<file path="src/rtl/ncc_window_feeder.sv">
// ncc_window_feeder: converts signed pixels to log2 sign-magnitude words
// and shifts one window of them into the NCC array with load strobes.
module ncc_window_feeder #(
    parameter int windowSize = 640
) (
    input  logic        clk,
    input  logic        rst,
    input  logic        start,
    input  logic [31:0] pixelIn,
    input  logic        pixelValid,
    output logic        pixelReady,
    input  logic        enable,
    output logic [32:0] windowOut,
    output logic        loadWinReg,
    output logic        loadAccSumReg,
    output logic        busy,
    output logic        done
);
    localparam int CW = $clog2(windowSize + 1);
    localparam logic [CW-1:0] WS = CW'(windowSize);
    localparam logic [CW-1:0] WS_M1 = CW'(windowSize - 1);

    typedef enum logic [1:0] {IDLE, STREAM, DRAIN} state_t;

    state_t        r_state;
    state_t        w_next;
    logic [CW-1:0] r_inCount;
    logic [CW-1:0] r_outCount;
    logic          r_s1Valid;
    logic          r_s1Sign;
    logic [31:0]   r_s1Mag;
    logic          r_s2Valid;
    logic [32:0]   r_s2Word;
    logic          r_lacc;
    logic          r_last;
    logic          w_adv;
    logic          w_accept;
    logic          w_lw;
    logic [31:0]   w_mag;
    logic [4:0]    w_idx;
    logic [31:0]   w_norm;
    logic [32:0]   w_word;

    assign w_adv      = !r_s2Valid || enable;
    assign pixelReady = (r_state == STREAM) && (r_inCount < WS)
                        && (!r_s1Valid || w_adv);
    assign w_accept   = pixelValid && pixelReady;
    assign w_lw       = r_s2Valid && enable;
    assign w_mag      = pixelIn[31] ? (~pixelIn + 32'd1) : pixelIn;

    assign windowOut     = r_s2Word;
    assign loadWinReg    = w_lw;
    assign loadAccSumReg = r_lacc;
    assign busy          = (r_state != IDLE);
    assign done          = r_last;

    // Normalise magnitude: leading-one position and truncated fraction
    always_comb begin
        w_idx = 5'd0;
        for (int i = 0; i < 32; i++) begin
            if (r_s1Mag[i]) w_idx = 5'(i);
        end
        w_norm = r_s1Mag << (5'd31 - w_idx);
        w_word = (r_s1Mag == 32'd0) ? 33'd0
                 : {r_s1Sign, w_idx, w_norm[30:4]};
    end

    // Window framing state register
    always_ff @(posedge clk or posedge rst) begin
        if (rst) r_state <= IDLE;
        else     r_state <= w_next;
    end

    // Next state: start opens, full input count drains, done closes
    always_comb begin
        w_next = r_state;
        unique case (r_state)
            IDLE:    if (start) w_next = STREAM;
            STREAM:  if (r_inCount == WS) w_next = DRAIN;
            DRAIN:   if (r_last) w_next = IDLE;
            default: w_next = IDLE;
        endcase
    end

    // Input and output counters, saturating at the window size
    always_ff @(posedge clk or posedge rst) begin
        if (rst) begin
            r_inCount  <= '0;
            r_outCount <= '0;
        end else if (r_state == IDLE && start) begin
            r_inCount  <= '0;
            r_outCount <= '0;
        end else begin
            if (w_accept && r_inCount != WS)
                r_inCount <= r_inCount + 1'b1;
            if (w_lw && r_outCount != WS)
                r_outCount <= r_outCount + 1'b1;
        end
    end

    // Stage1: capture sign and magnitude of an accepted pixel
    always_ff @(posedge clk or posedge rst) begin
        if (rst) begin
            r_s1Valid <= 1'b0;
            r_s1Sign  <= 1'b0;
            r_s1Mag   <= 32'd0;
        end else if (w_accept) begin
            r_s1Valid <= 1'b1;
            r_s1Sign  <= pixelIn[31];
            r_s1Mag   <= w_mag;
        end else if (w_adv) begin
            r_s1Valid <= 1'b0;
        end
    end

    // Stage2: register the log word; holds while the array stalls
    always_ff @(posedge clk or posedge rst) begin
        if (rst) begin
            r_s2Valid <= 1'b0;
            r_s2Word  <= 33'd0;
        end else if (w_adv) begin
            r_s2Valid <= r_s1Valid;
            if (r_s1Valid) r_s2Word <= w_word;
        end
    end

    // Accumulate strobe trails the shift strobe; last one flags done
    always_ff @(posedge clk or posedge rst) begin
        if (rst) begin
            r_lacc <= 1'b0;
            r_last <= 1'b0;
        end else begin
            r_lacc <= w_lw;
            r_last <= w_lw && (r_outCount == WS_M1);
        end
    end
endmodule

</file>
<file path="config.mk">
export PLATFORM = sky130hd
export DESIGN_NAME = ncc_window_feeder
export DESIGN_NICKNAME = d
export VERILOG_FILES = /design/src/rtl/ncc_window_feeder.sv
export SDC_FILE = /design/constraint.sdc
export NUM_CORES = 1
export LEC_CHECK = 0
export CAP_MARGIN = 20
export CORE_MARGIN = 2
export CORE_UTILIZATION = 52
export DETAILED_ROUTE_END_ITERATION = 6
export HOLD_SLACK_MARGIN = 0.08
export PLACE_DENSITY = 0.78
export SLEW_MARGIN = 20
export SYNTH_ARGS = -nofsm -noshare
export SYNTH_HDL_FRONTEND = slang
export SYNTH_SLANG_ARGS = --single-unit
</file>
<file path="constraint.sdc">
create_clock -name clk -period 2.8 [get_ports clk]
set_input_delay 0.28 -clock clk [delete_from_list [all_inputs] [get_ports clk]]
set_output_delay 0.28 -clock clk [all_outputs]
set_load 0.005 [all_outputs]
</file>
==> qor.txt <==
Largest family of logic cells by synthesized area - compound AO/OA/AOI/OAI gates
Slowest CP cell - or4_4
CTS tree - done
Max_slew headroom - 49.9%
P_int - 4.33 mW
Cell variety after synth - 74
DRC - 0
Pwr per Cell Area - 786 nW/um^2
Final #Nets - 1,026
Synthesized cell area - 6570 um^2
Vias - 6,925
CP delay by family, top - compound AO/OA/AOI/OAI gates
Failing checks - negative setup slack
Cell row count - 41
Worst Tran Pin Value - 752 ps
Hold Path Class - primary input to async pin
Grt ovf - 0
Yosys warnings - 0
Final Hold Vio Count - 0
Worst-path clk slew - 70 ps
Req. time, crit path - 3040 ps
CP bufs+invs - 4
Final WS setup - -2.50 ps
Most frequent cells in the layout - buf_4 (147), nand2_1 (110), dfrtp_1 (91)
ANT nets after route - 0
Fraction of registers with async set/reset - 100%
Switching share of power - 39.9%
First-pass GRT wire length - 33.3 mm
Simple-gate portion of the synthesized area - 20.2%
Placed cells - 1,139
Crit path largest cell delay - 520 ps
# Max-Cap Violations - 0
Initial antenna violation count - 0
Seq cells post-synth - 92
Layout Area Growth over Synthesis - 39.4%
Xor-xnor portion of the synthesized cell area - 5.73%
Die Ht - 116 um
Worst flop-to-flop path endpoint - windowOut[18]
Fmax - 0.357 GHz
Commonest non-fill, non-tap cell in the layout - buf_4
RSZ-0062 raised after global routing - yes
Total track usage - 31.5%
Clock root cell - clkbuf_16
Initial DRC Count - 563
RD Place Congestion - 0.992
WL final - 21.1 mm
Largest net degree at the start of global routing - 93
Clock skew - 7.09 ps
Hold WS - 338 ps
Startpoint types - flip-flop
Final min period - 2800 ps
Longest Clk Path Bufs - 2
Adder-cell share of the synthesized area - 0.953%
Initial Util - 52.7%
Core footprint - 12,500 um^2
Lkg Pwr - 3.97 nW
Io pins - 75
CP Max Fanout - 7
R2r worst-path depth - 12
Avg Synthesized Cell Area - 8.25 um^2
RR Startpoint - r_s1Mag[21]
Vias in the first global route - 6,683
Pre-CTS setup slack - -439 ps
I/O Buffers - 74
CTS buffer count - 9
Crit path arrival time - 3040 ps
Vias/cell - 5.96
# diodes - 0
Gate power share - 55.6%
Critical path class - flip-flop to flip-flop
Reg power frac - 28.5%
Slew Viols, Final - 0
Die Footprint - 13,500 um^2
Mapped Nets - 838
CTS Sinks - 92
Cell Chain, Critical Path - buf_4 > or4_4 > o21ai_4 > o21ai_4 > buf_6 > buf_8 > buf_4 > nand2_1 > o211ai_1 > a32o_1 > nand2b_1 > a32o_1
Post-synthesis compound-gate area fraction - 24.3%
Sw Pwr - 2.87 mW
# setup viols final - 1
R2R Setup Slk - -3 ps
Die X - 116 um
Post-synthesis cell count - 796
Clk pwr share - 15.9%
H-Tree Depth - 3
Worst-skew pair later-pin latency - 350 ps
Final critical-path share of the clock period - 100%
Main synth FF type - dfrtp_1
Number of flops mapped to enable cells by yosys - 0
Mux cell area share after synthesis - 8.99%
Critical Path End Type - flip-flop
Max rail drop VDD - 0.000386 V
Share of cells above drive strength 1 - 26.3%
Sequential share of the synthesized area - 35.1%
Final std cells w/o fill - 1,161
Status - finished, violations left
Initial DRT Pass Iterations - 5
Dpl hpwl - 15.8 mm
DR WL/cell - 18.2 um
[worst min-delay path, stage by stage]
cell             delay (ps)
clkdlybuf4s50_1         410
clkinv_2                 60
buf_12                  370
[cells by family (layout without fill, tap and decap cells)]
family,after synthesis,after routing
adders and majority gates,5,5
xor gates and xnor gates,43,43
AOI/OAI and AO/OA,243,243
DFF,92,92
buffers and inverters,76,269
muxes,56,56
and+or+nand+nor,281,281
[layout make-up]
| type | instances | area (um^2) |
|---|---|---|
| clock buffers | 10 | 229 |
| clock inverters | 6 | 48.8 |
| fillers | 942 | 3310 |
| inverters | 23 | 87.6 |
| multi-input cells | 628 | 4300 |
| flip-flops and latches | 92 | 2300 |
| well taps | 172 | 215 |
| repair buffers | 230 | 1970 |
[state kept, by name (all words and copies together) (netlist names)]
register       cells
loadAccSumReg      1
r_s1Valid          1
r_outCount        10
r_s1Sign           1
r_inCount         10
r_state            2
r_s1Mag           32
r_s2Valid          1
done               1
windowOut         33
[power by group through the flow]
| stage | clock (mW) | combinational, mW | sequential (mW) |
|---|---|---|---|
| floorplan | 0 | 1.85 | 2.01 |
| global placement | 0 | 3.54 | 2.02 |
| detailed placement | 0 | 3.61 | 2.06 |
| CTS | 1.15 | 3.70 | 2.04 |
| global route | 1.21 | 4.32 | 2.10 |
| finish | 1.14 | 4.00 | 2.05 |
[metrics by stage]
stage	utilization [%]	cell area (um^2)	power [mW]	TNS, ps
floorplan	-	6570	3.86	0
global placement	68.0	8480	5.56	-3860
detailed placement	68.0	8480	5.67	-4830
CTS	71.0	8850	6.89	0
global route	73.4	9150	7.63	-602
finish	73.4	9150	7.20	-2.50
[cells in the mapped netlist, drive strengths merged (2+ instances only)]
library cell | count | area, um^2
a221oi | 8 | 70.1
a31oi | 7 | 43.8
mux2i | 41 | 410
nor2b | 4 | 25.0
o32ai | 4 | 35.0
nor3 | 16 | 80.1
o31a | 2 | 17.5
or4 | 10 | 87.6
or3 | 4 | 25.0
dfrtp | 92 | 2300
o31ai | 14 | 120
ha | 5 | 62.6
or2 | 2 | 15.0
mux2 | 14 | 158
inv | 23 | 86.3
o21ai | 90 | 465
a21oi | 46 | 230
a211oi | 9 | 67.6
o41ai | 6 | 78.8
a22o | 5 | 43.8
nor4 | 15 | 93.8
a32o | 2 | 20.0
nand2b | 10 | 70.1
xor2 | 35 | 307
o221ai | 2 | 17.5
and2 | 5 | 31.3
clkbuf | 34 | 128
buf | 19 | 95.1
and3 | 5 | 31.3
nand2 | 113 | 432
o21a | 5 | 38.8
a21o | 3 | 22.5
o311ai | 4 | 35.0
nand4 | 8 | 50.1
a211o | 3 | 26.3
o211ai | 8 | 60.1
and4 | 2 | 17.5
o211a | 2 | 20.0
nand3 | 17 | 85.1
a32oi | 4 | 35.0
o22ai | 3 | 18.8
nor2 | 66 | 250
xnor2 | 8 | 70.1
a22oi | 9 | 67.6
[metal layers]
layer  vias up  part of all wire, %  global-route usage, %
met1      3356                   42                   39.0
li1       3282                    -                      -
met3        53                  4.5                   4.41
met5         -                    0                      0
met4         0                  3.7                   14.8
met2       234                   50                   54.4
[worst max-delay path by stage]
stage / startpoint / to / depth (start not counted)
global placement: pixelIn[10] / r_s1Mag[20] / 9
global route: r_s1Mag[3] / windowOut[12] / 13
floorplan: r_s1Mag[26] / windowOut[25] / 10
CTS: r_s1Mag[25] / windowOut[20] / 12
finish: r_s1Mag[21] / windowOut[18] / 12
detailed placement: pixelIn[10] / r_s1Mag[20] / 9
[repair_timing]
action / 4_1_cts / 5_1_grt
pin swaps: 11 / 16
setup buffers: 0 / 7
resized for setup: 22 / 69
hold buffers: 0 / 0
setup endpoints to repair: 17 / 26
Note: power is estimated with default switching activity, not from simulation.
